`config.mk`:
```
export PLATFORM = sky130hd
export DESIGN_NAME = pwm_rx_multi
export DESIGN_NICKNAME = d
export VERILOG_FILES = /design/src/rtl/pwm_rx_multi.sv
export SDC_FILE = /design/constraint.sdc
export NUM_CORES = 1
export LEC_CHECK = 0
export ABC_AREA = 1
export BUFFER_PORTS_ARGS = -buffer_cell sky130_fd_sc_hd__buf_2
export CORE_ASPECT_RATIO = 1.75
export CORE_MARGIN = 2
export CORE_UTILIZATION = 61
export CTS_BUF_LIST = sky130_fd_sc_hd__clkbuf_16
export DETAILED_ROUTE_END_ITERATION = 16
export HOLD_SLACK_MARGIN = 0.12
export PLACE_DENSITY = 0.81
export SKIP_LAST_GASP = 1
export SLEW_MARGIN = 20
export SYNTH_ARGS = -nofsm -noshare
export SYNTH_HDL_FRONTEND = slang
export SYNTH_SLANG_ARGS = --single-unit
export TNS_END_PERCENT = 100
```
`constraint.sdc`:
```
create_clock -name clk -period 1.85 [get_ports clk]
set_input_delay 0.185 -clock clk [delete_from_list [all_inputs] [get_ports clk]]
set_output_delay 0.185 -clock clk [all_outputs]
set_load 0.005 [all_outputs]
```
`src/rtl/pwm_rx_multi.sv`:
```
// pwm_rx_multi: multi-channel PWM receiver measuring high time and period, with loss-of-signal timeout.
// Optional 3-sample majority glitch filter after the synchronizer: define PWM_RX_GLITCH_FILTER_EN.
//
//   state | meaning
//   IDLE  | no valid edge reference yet (after reset or timeout); counting missing-edge cycles
//   HIGH  | inside a high pulse, counting high time and period
//   SAT   | high time hit full scale; wait for the falling edge without further updates
//   LOW   | between pulses, counting period and missing-edge cycles
module pwm_rx_multi #(
   parameter int CH      = 4,
   parameter int CNT_W   = 10,
   parameter int TIMEOUT = 1024
) (
   input  logic                clk,
   input  logic                reset_n,
   input  logic [CH-1:0]       pwm,
   output logic [CH*CNT_W-1:0] Position,
   output logic [CH*CNT_W-1:0] Period,
   output logic [CH-1:0]       upd,
   output logic [CH-1:0]       lost
);

   localparam int               TW      = (TIMEOUT > 1) ? $clog2(TIMEOUT) : 1;
   localparam logic [CNT_W-1:0] CNT_MAX = '1;
   localparam logic [CNT_W-1:0] CNT_ONE = CNT_W'(1);
   localparam logic [TW-1:0]    T_LAST  = TW'(TIMEOUT - 1);

   typedef enum logic [1:0] {
      ST_IDLE,
      ST_HIGH,
      ST_LOW,
      ST_SAT
   } state_t;

   for (genvar i = 0; i < CH; i++) begin : g_ch
      logic             sync1_q, sync2_q, s;
      state_t           state_q;
      logic [CNT_W-1:0] hcnt_q, pcnt_q, pos_q, per_q, pcnt_d;
      logic [TW-1:0]    tcnt_q;
      logic             upd_q, lost_q, tmo;

      always_ff @(posedge clk or negedge reset_n) begin
         if (!reset_n) begin
            sync1_q <= 1'b0;
            sync2_q <= 1'b0;
         end else begin
            sync1_q <= pwm[i];
            sync2_q <= sync1_q;
         end
      end

`ifdef PWM_RX_GLITCH_FILTER_EN
      logic [1:0] hist_q;

      always_ff @(posedge clk or negedge reset_n) begin
         if (!reset_n) begin
            hist_q <= 2'b00;
         end else begin
            hist_q <= {hist_q[0], sync2_q};
         end
      end

      // Majority over the current and two previous synchronized samples: one cycle of extra delay.
      assign s = (sync2_q & hist_q[0]) | (sync2_q & hist_q[1]) | (hist_q[0] & hist_q[1]);
`else
      assign s = sync2_q;
`endif

      assign pcnt_d = (pcnt_q == CNT_MAX) ? pcnt_q : pcnt_q + 1'b1;
      assign tmo    = (tcnt_q == T_LAST);

      always_ff @(posedge clk or negedge reset_n) begin
         if (!reset_n) begin
            state_q <= ST_IDLE;
            hcnt_q  <= '0;
            pcnt_q  <= '0;
            tcnt_q  <= '0;
            pos_q   <= '0;
            per_q   <= '0;
            upd_q   <= 1'b0;
            lost_q  <= 1'b0;
         end else begin
            upd_q <= 1'b0;
            unique case (state_q)
               ST_IDLE: begin
                  if (s) begin
                     state_q <= ST_HIGH;
                     hcnt_q  <= CNT_ONE;
                     pcnt_q  <= CNT_ONE;
                     tcnt_q  <= '0;
                     lost_q  <= 1'b0;
                  end else if (tmo) begin
                     // tcnt is held here, so this repeats harmlessly while the line stays dead.
                     pos_q  <= '0;
                     per_q  <= '0;
                     lost_q <= 1'b1;
                     upd_q  <= (pos_q != '0);
                  end else begin
                     tcnt_q <= tcnt_q + 1'b1;
                  end
               end
               ST_HIGH: begin
                  pcnt_q <= pcnt_d;
                  if (!s) begin
                     state_q <= ST_LOW;
                     pos_q   <= hcnt_q;
                     upd_q   <= 1'b1;
                  end else if (hcnt_q == CNT_MAX) begin
                     state_q <= ST_SAT;
                     pos_q   <= CNT_MAX;
                     upd_q   <= 1'b1;
                  end else begin
                     hcnt_q <= hcnt_q + 1'b1;
                  end
               end
               ST_SAT: begin
                  pcnt_q <= pcnt_d;
                  if (!s) begin
                     state_q <= ST_LOW;
                  end
               end
               ST_LOW: begin
                  if (s) begin
                     state_q <= ST_HIGH;
                     per_q   <= pcnt_q;
                     hcnt_q  <= CNT_ONE;
                     pcnt_q  <= CNT_ONE;
                     tcnt_q  <= '0;
                     lost_q  <= 1'b0;
                  end else if (tmo) begin
                     state_q <= ST_IDLE;
                     pos_q   <= '0;
                     per_q   <= '0;
                     lost_q  <= 1'b1;
                     upd_q   <= (pos_q != '0);
                  end else begin
                     pcnt_q <= pcnt_d;
                     tcnt_q <= tcnt_q + 1'b1;
                  end
               end
            endcase
         end
      end

      assign Position[i*CNT_W +: CNT_W] = pos_q;
      assign Period[i*CNT_W +: CNT_W]   = per_q;
      assign upd[i]                     = upd_q;
      assign lost[i]                    = lost_q;
   end

endmodule

```
==> impl_metrics.yaml, run 1 <==
yosys:
  syn_avg_cell_area_um2: 7.75
  postSynthCellCount: 1562
  synth_edf_count: 0
  yosysWarnings: 0
  async_flop_share: 1.00
  syn_area_um2: 12100
  synth.ff_latch_count: 224
  synth_ff_type: "dfrtp_1"
  yosysUniqueCellTypes: 47
  synth_nets: 1580
  ys_seq_area_frac: 0.463
timing:
  rsz0062_at_grt: "true"
  slew_violations: 0
  relSlewSlack: 0.624
  fin_crit_sh: 0.940
  finalCriticalPeriod_ps: 1740
  tightest_slew_ps: 563
  finalHoldViolCount: 0
  setup-violations-final: 0
  setup_tns_ps: 0
  clock_skew_ps: 10.6
  fmax_mhz: 575
layout:
  area_delta_synth_final_pct: 13.1
  final_area_um2: 13700
  layout-drive-gt1-share: 0.169
  n_fill_cell: 1583
  utilization: 0.699
  final_net_count: 1698
  diodes: 0
cts:
  cts_sinks: 224
  cts.clk_slew.worst_paths_ps: 60
  clock_latency_ps: 500
  h-tree-depth: 1
  clk_path_buf_depth: 3
  cts_tree: "built"
  cts_root_buf: "clkbuf_16"
  cts_buffers: 22
critical_path:
  worstPathCellList: "ha_1 > nand2_1 > nor2_2 > nand3_2 > nand2_1 > nand2_2 > inv_4 > o21ai_0 > nand2_1"
  crit_slowest_cell: "dfrtp_1"
  required_ps: 2290
  cpLargestDelayFamily: "simple AND/OR/NAND/NOR gates"
  critPathBufInv: 1
  critPathArrivalTime_ps: 2180
  end_kind: "flop"
  path_class: "flop to flop"
  cp_max_fo: 13
  max_stage_delay_ps: 410
  cpMostUsedCell: "nand2_1"
  crit_path_start_kind: "flop"
power:
  p_int_mw: 8.74
  peakVddDrop_mv: 0.793
  powerDensity_nw_per_um2: 926
  power.leakage_nw: 6.80
  seqPwrFrac: 0.486
  p_sw_mw: 3.93
  swShare: 0.310
  pwr-share-clk: 0.324
  pwr-share-comb: 0.190
place:
  gp_congestion: 0.936
  placed_area_um2: 12900
  dpl.hpwl_um: 20700
  io_buffers: 93
route:
  postRouteAntennaNets: 0
  via_per_inst: 5.55
  detail_route.wl_per_cell_um: 14.4
  drc: 0
  vias: 10758
  first_pass_iters: 5
  drt_wl_total_um: 27900
  drt-initial-drc-count: 618
floorplanning:
  dieArea_um2: 21000
  fp.dieW_um: 110
  initial_core_util: 0.618
  ioPinCount: 94
  fp-row-count: 68
  die_h_um: 190
  coreArea_um2: 19600
grt:
  grt_use_total: 0.264
  antenna_found_initial: 0
  grt_max_degree: 53
  grt_first_pass_wirelength_um: 47400
  grt_overflow: 0
  grt_pass1_vias: 10534
worst_hold_path:
  hold_path.class: "input port to asynchronous set/reset pin"
status:
  status: "complete, no violations"
flow_run:
  max_cap_violations: 0
[through the flow]
step | hold WS [ps] | setup slack [ps] | std cells | power [mW]
global placement | 138 | 151 | 1893 | 8.52
detailed placement | 144 | 82.0 | 1893 | 8.62
global route | 231 | -13.8 | 1940 | 13.4
finish | 202 | 110 | 1940 | 12.7
floorplan | -111 | 295 | 1562 | 7.61
CTS | 214 | 71.6 | 1937 | 12.8
[cell type report]
class                   instances  area, um^2  area share
clock buffers                  23         576      0.0421
inverters                     173         652      0.0476
flip-flops and latches        224        5610       0.410
repair buffers                144         908      0.0664
well taps                     245         307      0.0224
multi-input cells            1115        5560       0.406
clock inverters                16        75.1     0.00549
[flip-flops by register name, summed over array words and instances, names as in the netlist]
register / flops
g_ch.pcnt_q: 40
g_ch.upd_q: 4
g_ch.s: 4
g_ch.state_q: 8
g_ch.hcnt_q: 40
g_ch.sync1_q: 4
g_ch.per_q: 40
g_ch.lost_q: 4
g_ch.pos_q: 40
g_ch.tcnt_q: 40
[repair_timing]
action / in CTS / in global routing
hold buffers: 5 / 0
setup endpoints to repair: 0 / 65
resized for setup: 0 / 11
buffers inserted: 0 / 3
endpoints found under the hold margin: 228 / 0
[routing by layer]
metal	wire [um]	global-route usage
met5	0	0
met4	1100	0.119
met3	993	0.0296
met2	15200	0.510
met1	10600	0.288
[layout by cell type, fill, tap and decap left out, drive strengths merged, types with 8 or more instances in the layout]
cell      n
nand2   454
dfrtp   224
nand3   181
inv     176
o21ai   164
buf     139
nor2    132
nand4    39
nor3     30
a21oi    28
xor2     27
clkbuf   23
ha       12
clkinv   12
o22ai    10
or2       8
[power groups by stage]
| stage | registers, mW | clock network [mW] | logic (mW) |
|---|---|---|---|
| after floorplan | 6.11 | 0 | 1.50 |
| after global placement | 6.21 | 0 | 2.31 |
| after detailed placement | 6.23 | 0 | 2.39 |
| after CTS | 6.15 | 4.20 | 2.42 |
| after global routing | 6.24 | 4.41 | 2.75 |
| final | 6.16 | 4.10 | 2.41 |
[path summary, 6_finish.rpt]
kind                            cells after the start                 end  slack [ps]               from
max in group asynchronous                           3  g_ch[1].state_q[1]         990            reset_n
min in group clk                                    2     g_ch[0].sync1_q         320             pwm[0]
worst min-delay path                                2    g_ch[0].pos_q[4]         200            reset_n
worst max-delay path                                9    g_ch[0].pos_q[6]         110  g_ch[0].hcnt_q[1]
worst max register to register                      9    g_ch[0].pos_q[6]         110  g_ch[0].hcnt_q[1]
worst min register to register                      0           g_ch[0].s         360    g_ch[0].sync1_q
[Yosys cell counts (2+ instances only)]
library cell | count | area [um^2]
nor2_1 | 113 | 424
nor3_2 | 4 | 40.0
clkbuf_1 | 13 | 48.8
o22ai_1 | 10 | 62.6
nand2_1 | 432 | 1620
nand3b_1 | 7 | 52.6
dfrtp_1 | 224 | 5610
buf_6 | 7 | 78.8
a21oi_1 | 23 | 115
a21oi_2 | 5 | 43.8
nor3_1 | 25 | 125
o211ai_1 | 2 | 15.0
nor4_1 | 4 | 25.0
inv_1 | 144 | 541
o31ai_1 | 2 | 15.0
nand3_1 | 162 | 811
o21ai_1 | 105 | 526
nand3_2 | 18 | 180
o21ai_0 | 59 | 295
buf_4 | 13 | 97.6
xnor2_1 | 3 | 26.3
ha_1 | 12 | 150
nand4_2 | 2 | 25.0
a22oi_1 | 2 | 15.0
a21o_1 | 2 | 15.0
xor2_1 | 27 | 236
nand2_2 | 19 | 119
nor2_2 | 12 | 75.1
buf_1 | 2 | 7.51
inv_2 | 28 | 105
buf_2 | 14 | 70.1
nand4_1 | 36 | 225
nor2_4 | 7 | 78.8
o21bai_1 | 2 | 15.0
nand2_4 | 3 | 33.8
o21a_1 | 2 | 15.0
or2_2 | 7 | 43.8
[kinds of logic after synthesis]
family | after synthesis | synth area share
and+or+nand+nor | 856 | 0.327
DFF | 224 | 0.463
buffers and inverters | 223 | 0.0791
AOI/OAI and AO/OA | 216 | 0.0959
xor gates and xnor gates | 30 | 0.0217
adders and majority gates | 12 | 0.0124
muxes | 1 | 0.000931
Note: power is estimated with default switching activity, not from simulation.
==> inputs of run 2 (changes only) <==
Settings changed: REMOVE_ABC_BUFFERS set to 1.
==> run 2 against run 1 <==
Net effect:
- worst hold slack got worse by 49 ps
- wire length down 0.66%
- die area unchanged
- sequential share of layout area is essentially flat
- clock power up 3%
- first-iteration DRC count grew 29%
- via count up 0.32%
- non-clock buffer count down 3
- power is 0.79% higher
- global-route usage is essentially flat
==> impl_metrics.yaml, run 2 (synthesized netlist as in run 1, its figures left out) <==
status:
  status: "complete, no violations"
layout:
  multi_input_area_um2: 5570
  layout-drive-gt1-share: 0.166
  n_fill_cell: 1605
  area_delta_synth_final_pct: 13.1
  final_cell_mix: "429 x nand2_1, 223 x dfrtp_1, 161 x nand3_1"
  final_net_count: 1695
  finalNonFillerCells: 1935
  seqCellArea_um2: 5610
  final_common_cell: "nand2_1"
  diodes: 0
  utilization: 0.699
grt:
  grt_overflow: 0
  grt_max_degree: 53
  grt_first_pass_wirelength_um: 47600
  grt_pass1_vias: 10545
  antenna_found_initial: 0
  grt_use_total: 0.264
place:
  dp_cells: 1887
  io_buffers: 93
  gp_congestion: 0.906
  pre_cts_ws_ps: 68.7
  dpl.hpwl_um: 20000
cts:
  cts_buffers: 22
  cts.clk_slew.worst_paths_ps: 70
  clock_latency_ps: 510
  cts_sinks: 224
  clk_path_buf_depth: 3
  cts_tree: "built"
  h-tree-depth: 1
  cts_root_buf: "clkbuf_16"
route:
  drt-met1-wl_um: 10700
  wl_met2_um: 15000
  vias: 10792
  drc: 0
  postRouteAntennaNets: 0
  wl_met3_um: 936
  detail_route.wl_per_cell_um: 14.3
  via_per_inst: 5.58
  top_layer_used: "met4"
  drt_wl_total_um: 27700
  drt-initial-drc-count: 800
  first_pass_iters: 5
critical_path:
  critPathArrivalTime_ps: 2110
  worstReg2RegStart: "g_ch[2].tcnt_q[0]"
  end_kind: "flop"
  max_stage_delay_ps: 380
  crit_path_start_kind: "flop"
  path_class: "flop to flop"
  critPathBufInv: 1
  cpMostUsedCell: "nand2_1"
  required_ps: 2240
  regToRegSetupSlack_ps: 130
  cp.depth: 10
  crit_slowest_cell: "dfrtp_1"
  r2r-end: "g_ch[2].pcnt_q[5]"
  cpLargestDelayFamily: "simple AND/OR/NAND/NOR gates"
  cp_max_fo: 7
  worstPathCellList: "ha_1 > nand2_1 > nor2_2 > nand2_2 > nor2_4 > nand3_2 > nand2_4 > inv_2 > nand2_1 > nand2_1"
  reg2reg_depth: 10
worst_hold_path:
  hold_path.class: "input port to asynchronous set/reset pin"
power:
  peakVddDrop_mv: 0.942
  seqPwrFrac: 0.481
  p_total_mw: 12.8
  power.leakage_nw: 6.80
  powerDensity_nw_per_um2: 933
  p_sw_mw: 3.90
  pwr-share-comb: 0.189
  p_int_mw: 8.88
  swShare: 0.305
  pwr-share-clk: 0.329
timing:
  finalHoldViolCount: 0
  timing.final.ws_setup_ps: 129
  setup_tns_ps: 0
  setup-violations-final: 0
  fin_crit_sh: 0.931
  clock_skew_ps: 11.5
  relSlewSlack: 0.602
  rsz0062_at_grt: "true"
  slew_violations: 0
  fmax_mhz: 581
  finalCriticalPeriod_ps: 1720
  tightest_slew_ps: 596
floorplanning:
  coreArea_um2: 19600
  fp-row-count: 68
  initial_core_util: 0.618
  fp.dieW_um: 110
  die_h_um: 190
  dieArea_um2: 21000
  ioPinCount: 94
flow_run:
  max_cap_violations: 0
[run 2: cell types whose count changed in the layout (fill, tap and decap cells not counted), sizes merged]
| cell | previous run | this run |
|---|---|---|
| buf | 139 | 136 |
| bufinv | 0 | 1 |
| clkinv | 12 | 8 |
| clkinvlp | 1 | 0 |
| inv | 176 | 178 |
[run 2: repair_timing]
action                                 4_1_cts  5_1_grt
endpoints found under the hold margin      228        0
hold buffers                                 5        0
resized for setup                            0       10
setup endpoints to repair                    0       50
buffers inserted                             0        6
[run 2: per-layer routing]
| metal | vias up | GRT usage |
|---|---|---|
| met5 | - | 0 |
| met4 | 0 | 0.110 |
| met3 | 98 | 0.0270 |
| met2 | 261 | 0.502 |
| met1 | 5110 | 0.301 |
| li1 | 5323 | - |
[run 2: area by class of cell]
type | instances | share of cell area
inverters | 173 | 0.0474
well taps | 245 | 0.0224
flip-flops and latches | 224 | 0.410
clock buffers | 23 | 0.0421
clock inverters | 14 | 0.00640
repair buffers | 141 | 0.0647
multi-input cells | 1115 | 0.407
[run 2: how the worst max path moves through the flow]
| stage | startpoint | end |
|---|---|---|
| 2_1_floorplan | g_ch[1].state_q[0] | g_ch[1].pcnt_q[4] |
| 5_1_grt | g_ch[2].pcnt_q[0] | g_ch[2].pcnt_q[2] |
| 4_1_cts | g_ch[0].tcnt_q[0] | g_ch[0].pos_q[4] |
| 3_3_place_gp | g_ch[0].tcnt_q[0] | g_ch[0].tcnt_q[3] |
| 3_5_place_dp | g_ch[0].tcnt_q[0] | g_ch[0].pos_q[4] |
| 6_report | g_ch[2].tcnt_q[0] | g_ch[2].pcnt_q[5] |
[run 2: through the flow]
step                area, um^2  hold slack [ps]
detailed placement       12900             94.8
CTS                      13600              161
finish                   13700              153
global route             13700              190
floorplan                11800             -111
global placement         12900             95.4
[run 2: power groups by stage]
stage	Sequential [mW]	Clock, mW	Combinational [mW]
finish	6.15	4.21	2.42
global route	6.23	4.50	2.77
CTS	6.14	4.29	2.41
detailed placement	6.21	0	2.38
global placement	6.19	0	2.31
floorplan	6.15	0	1.39
[run 2: worst reg2reg max path: stages (launching register included)]
cell and delay, ps:
dfrtp_1 380, ha_1 200, nand2_1 100, nor2_2 150, nand2_2 90, nor2_4 130
nand3_2 160, nand2_4 180, inv_2 90, nand2_1 70, nand2_1 50
==> inputs of run 3 (changes only) <==
Settings changed: ABC_AREA 1 to not set, CORE_UTILIZATION 61 to 60, PLACE_DENSITY 0.81 to 0.8.
==> run 3 against run 2 <==
Net effect:
- count of clock-buffer cells in the layout decreased by 2
- non-clock buffer count increased by 62
- power decreased by 1.4%
- clock power decreased by 1%
- register-to-register slack got worse by 80 ps
- clock skew increased by 0.90 ps
- sequential share of layout area increased by 1.3 points
- design area decreased by 3.1%
- sequential cell count unchanged
- critical path type unchanged
- largest cell class unchanged
==> impl_metrics.yaml, run 3 <==
timing:
  rsz0062_at_grt: "true"
  tightest_slew_ps: 685
  finalCriticalPeriod_ps: 1800
  setup-violations-final: 0
  fmax_mhz: 554
  slew_violations: 0
  finalHoldViolCount: 0
  setup_tns_ps: 0
  clock_skew_ps: 12.4
  fin_crit_sh: 0.976
  relSlewSlack: 0.542
floorplanning:
  dieArea_um2: 19800
  fp-row-count: 66
  initial_core_util: 0.607
  ioPinCount: 94
  die_h_um: 185
  fp.dieW_um: 107
  coreArea_um2: 18400
place:
  dp_cells: 1552
  dpl.hpwl_um: 18000
  gp_congestion: 0.899
  io_buffers: 93
yosys:
  synth_common_cells: "224 x dfrtp_1, 142 x nand2_1, 129 x nor2_1, 111 x nand3_1, 86 x o21ai_0"
  syn_avg_cell_area_um2: 9.40
  ys_seq_area_frac: 0.501
  async_flop_share: 1.00
  yosysWarnings: 0
  synth_ff_type: "dfrtp_1"
  synth_area_leader_cell: "dfrtp_1"
  synth.ff_latch_count: 224
  yosysMostFrequentCell: "dfrtp_1"
  postSynthCellCount: 1189
  yosysUniqueCellTypes: 76
  synth_top_cell_area_share: 0.501
  synthTopCellsByArea: "dfrtp_1 50%, nand3_1 5.0%, nand2_1 4.8%"
  syn_area_um2: 11200
  synth_edf_count: 0
power:
  pwr-share-comb: 0.186
  p_int_mw: 9.00
  seqPwrFrac: 0.484
  powerDensity_nw_per_um2: 950
  power.leakage_nw: 6.20
  peakVddDrop_mv: 0.896
  pwr-share-clk: 0.330
  p_sw_mw: 3.60
  swShare: 0.286
layout:
  n_fill_cell: 1400
  diodes: 0
  area_delta_synth_final_pct: 18.6
  final_net_count: 1368
  final_common_cell: "dfrtp_1"
  final_cell_mix: "222 x dfrtp_1, 141 x nand2_1, 128 x nor2_1"
  layout-drive-gt1-share: 0.211
  finalNonFillerCells: 1601
route:
  detail_route.wl_per_cell_um: 16.2
  via_per_inst: 5.94
  postRouteAntennaNets: 0
  vias: 9511
  drt-initial-drc-count: 533
  drt_wl_total_um: 25900
  drc: 0
  first_pass_iters: 5
critical_path:
  crit_path_start_kind: "flop"
  path_class: "flop to flop"
  required_ps: 2230
  cp_max_fo: 5
  critPathArrivalTime_ps: 2180
  end_kind: "flop"
cts:
  cts_sinks: 224
  cts_buffers: 21
  clock_latency_ps: 500
  cts_root_buf: "clkbuf_16"
  cts_tree: "built"
  h-tree-depth: 1
  cts.clk_slew.worst_paths_ps: 60
  clk_path_buf_depth: 3
status:
  status: "complete, no violations"
worst_hold_path:
  hold_path.class: "input port to asynchronous set/reset pin"
grt:
  antenna_found_initial: 0
  grt_use_total: 0.269
  grt_pass1_vias: 9401
  grt_max_degree: 51
  grt_first_pass_wirelength_um: 44100
  grt_overflow: 0
flow_run:
  max_cap_violations: 0
==> run 3: changes by cell type after synthesis, moves of 23 or more <==
cell | before | now
inv_2 | 28 | 2
nand3_1 | 162 | 111
a21oi_1 | 23 | 57
xnor2_1 | 3 | 26
nand2_1 | 432 | 142
o21ai_0 | 59 | 86
inv_1 | 144 | 27
o21ai_1 | 105 | 22
==> run 3: worst paths after layout <==
check,start,to,slack (ps),cells after the start
min reg2reg,g_ch[2].sync1_q,g_ch[2].s,350,0
min,reset_n,g_ch[2].pos_q[5],200,2
max in group asynchronous,reset_n,g_ch[1].per_q[4],1030,3
max,g_ch[1].hcnt_q[0],g_ch[1].hcnt_q[5],50,7
max reg2reg,g_ch[1].hcnt_q[0],g_ch[1].hcnt_q[5],50,7
min in group clk,pwm[2],g_ch[2].sync1_q,340,2
==> run 3: timing repair <==
item | 4_1_cts | 5_1_grt
hold buffers | 5 | 0
pin swaps | 0 | 6
setup buffers | 0 | 7
setup endpoints to repair | 3 | 90
endpoints found under the hold margin | 228 | 0
resized for setup | 1 | 22
cloned | 0 | 1
==> run 3: layout make-up <==
type / count / area, um^2 / share of cell area
multi-input combinational: 870 / 5220 / 0.394
clock inverter: 15 / 118 / 0.00887
sequential: 224 / 5610 / 0.423
clock buffer: 21 / 526 / 0.0396
tap: 238 / 298 / 0.0225
inverter: 30 / 113 / 0.00849
timing repair buffer: 203 / 1380 / 0.104
==> run 3: critical path, cell delays in order (launching register included) <==
cell      delay, ps
dfrtp_1         420
ha_1            250
nand3_1         160
nor3_4           90
buf_4           150
a211oi_4        310
a21oi_1         110
a31o_2          220
==> run 3: cell families (layout without fill, tap and decap cells) <==
group / after synthesis / in the layout / synth area share
muxes: 20 / 20 / 0.0180
AOI/OAI and AO/OA: 267 / 267 / 0.158
DFF: 224 / 224 / 0.501
and+or+nand+nor: 534 / 535 / 0.240
buffers and inverters: 96 / 269 / 0.0408
adders and majority gates: 12 / 12 / 0.0134
xor gates and xnor gates: 36 / 36 / 0.0282
==> run 3: stage by stage <==
step                instance area, um^2  utilization  setup slack, ps  hold WS [ps]  power, mW
floorplan                         10800            -             -242          -111       7.29
global placement                  12400        0.674             35.8           128       8.35
detailed placement                12400        0.674            -27.2           129       8.47
CTS                               13100        0.712             13.6           206       12.7
global route                      13300        0.720            -44.1           218       13.3
finish                            13300        0.720             45.3           196       12.6
==> run 3: layer usage <==
metal	GRT usage	wire length, um
met1	0.313	10300
met2	0.508	14100
met3	0.0297	939
met4	0.0826	602
met5	0	0
==> run 3: power groups by stage <==
| stage | clock (mW) | sequential [mW] | combinational, mW |
|---|---|---|---|
| CTS | 4.24 | 6.10 | 2.32 |
| finish | 4.16 | 6.10 | 2.34 |
| detailed placement | 0 | 6.17 | 2.30 |
| global route | 4.44 | 6.19 | 2.65 |
| global placement | 0 | 6.15 | 2.21 |
| floorplan | 0 | 6.19 | 1.10 |
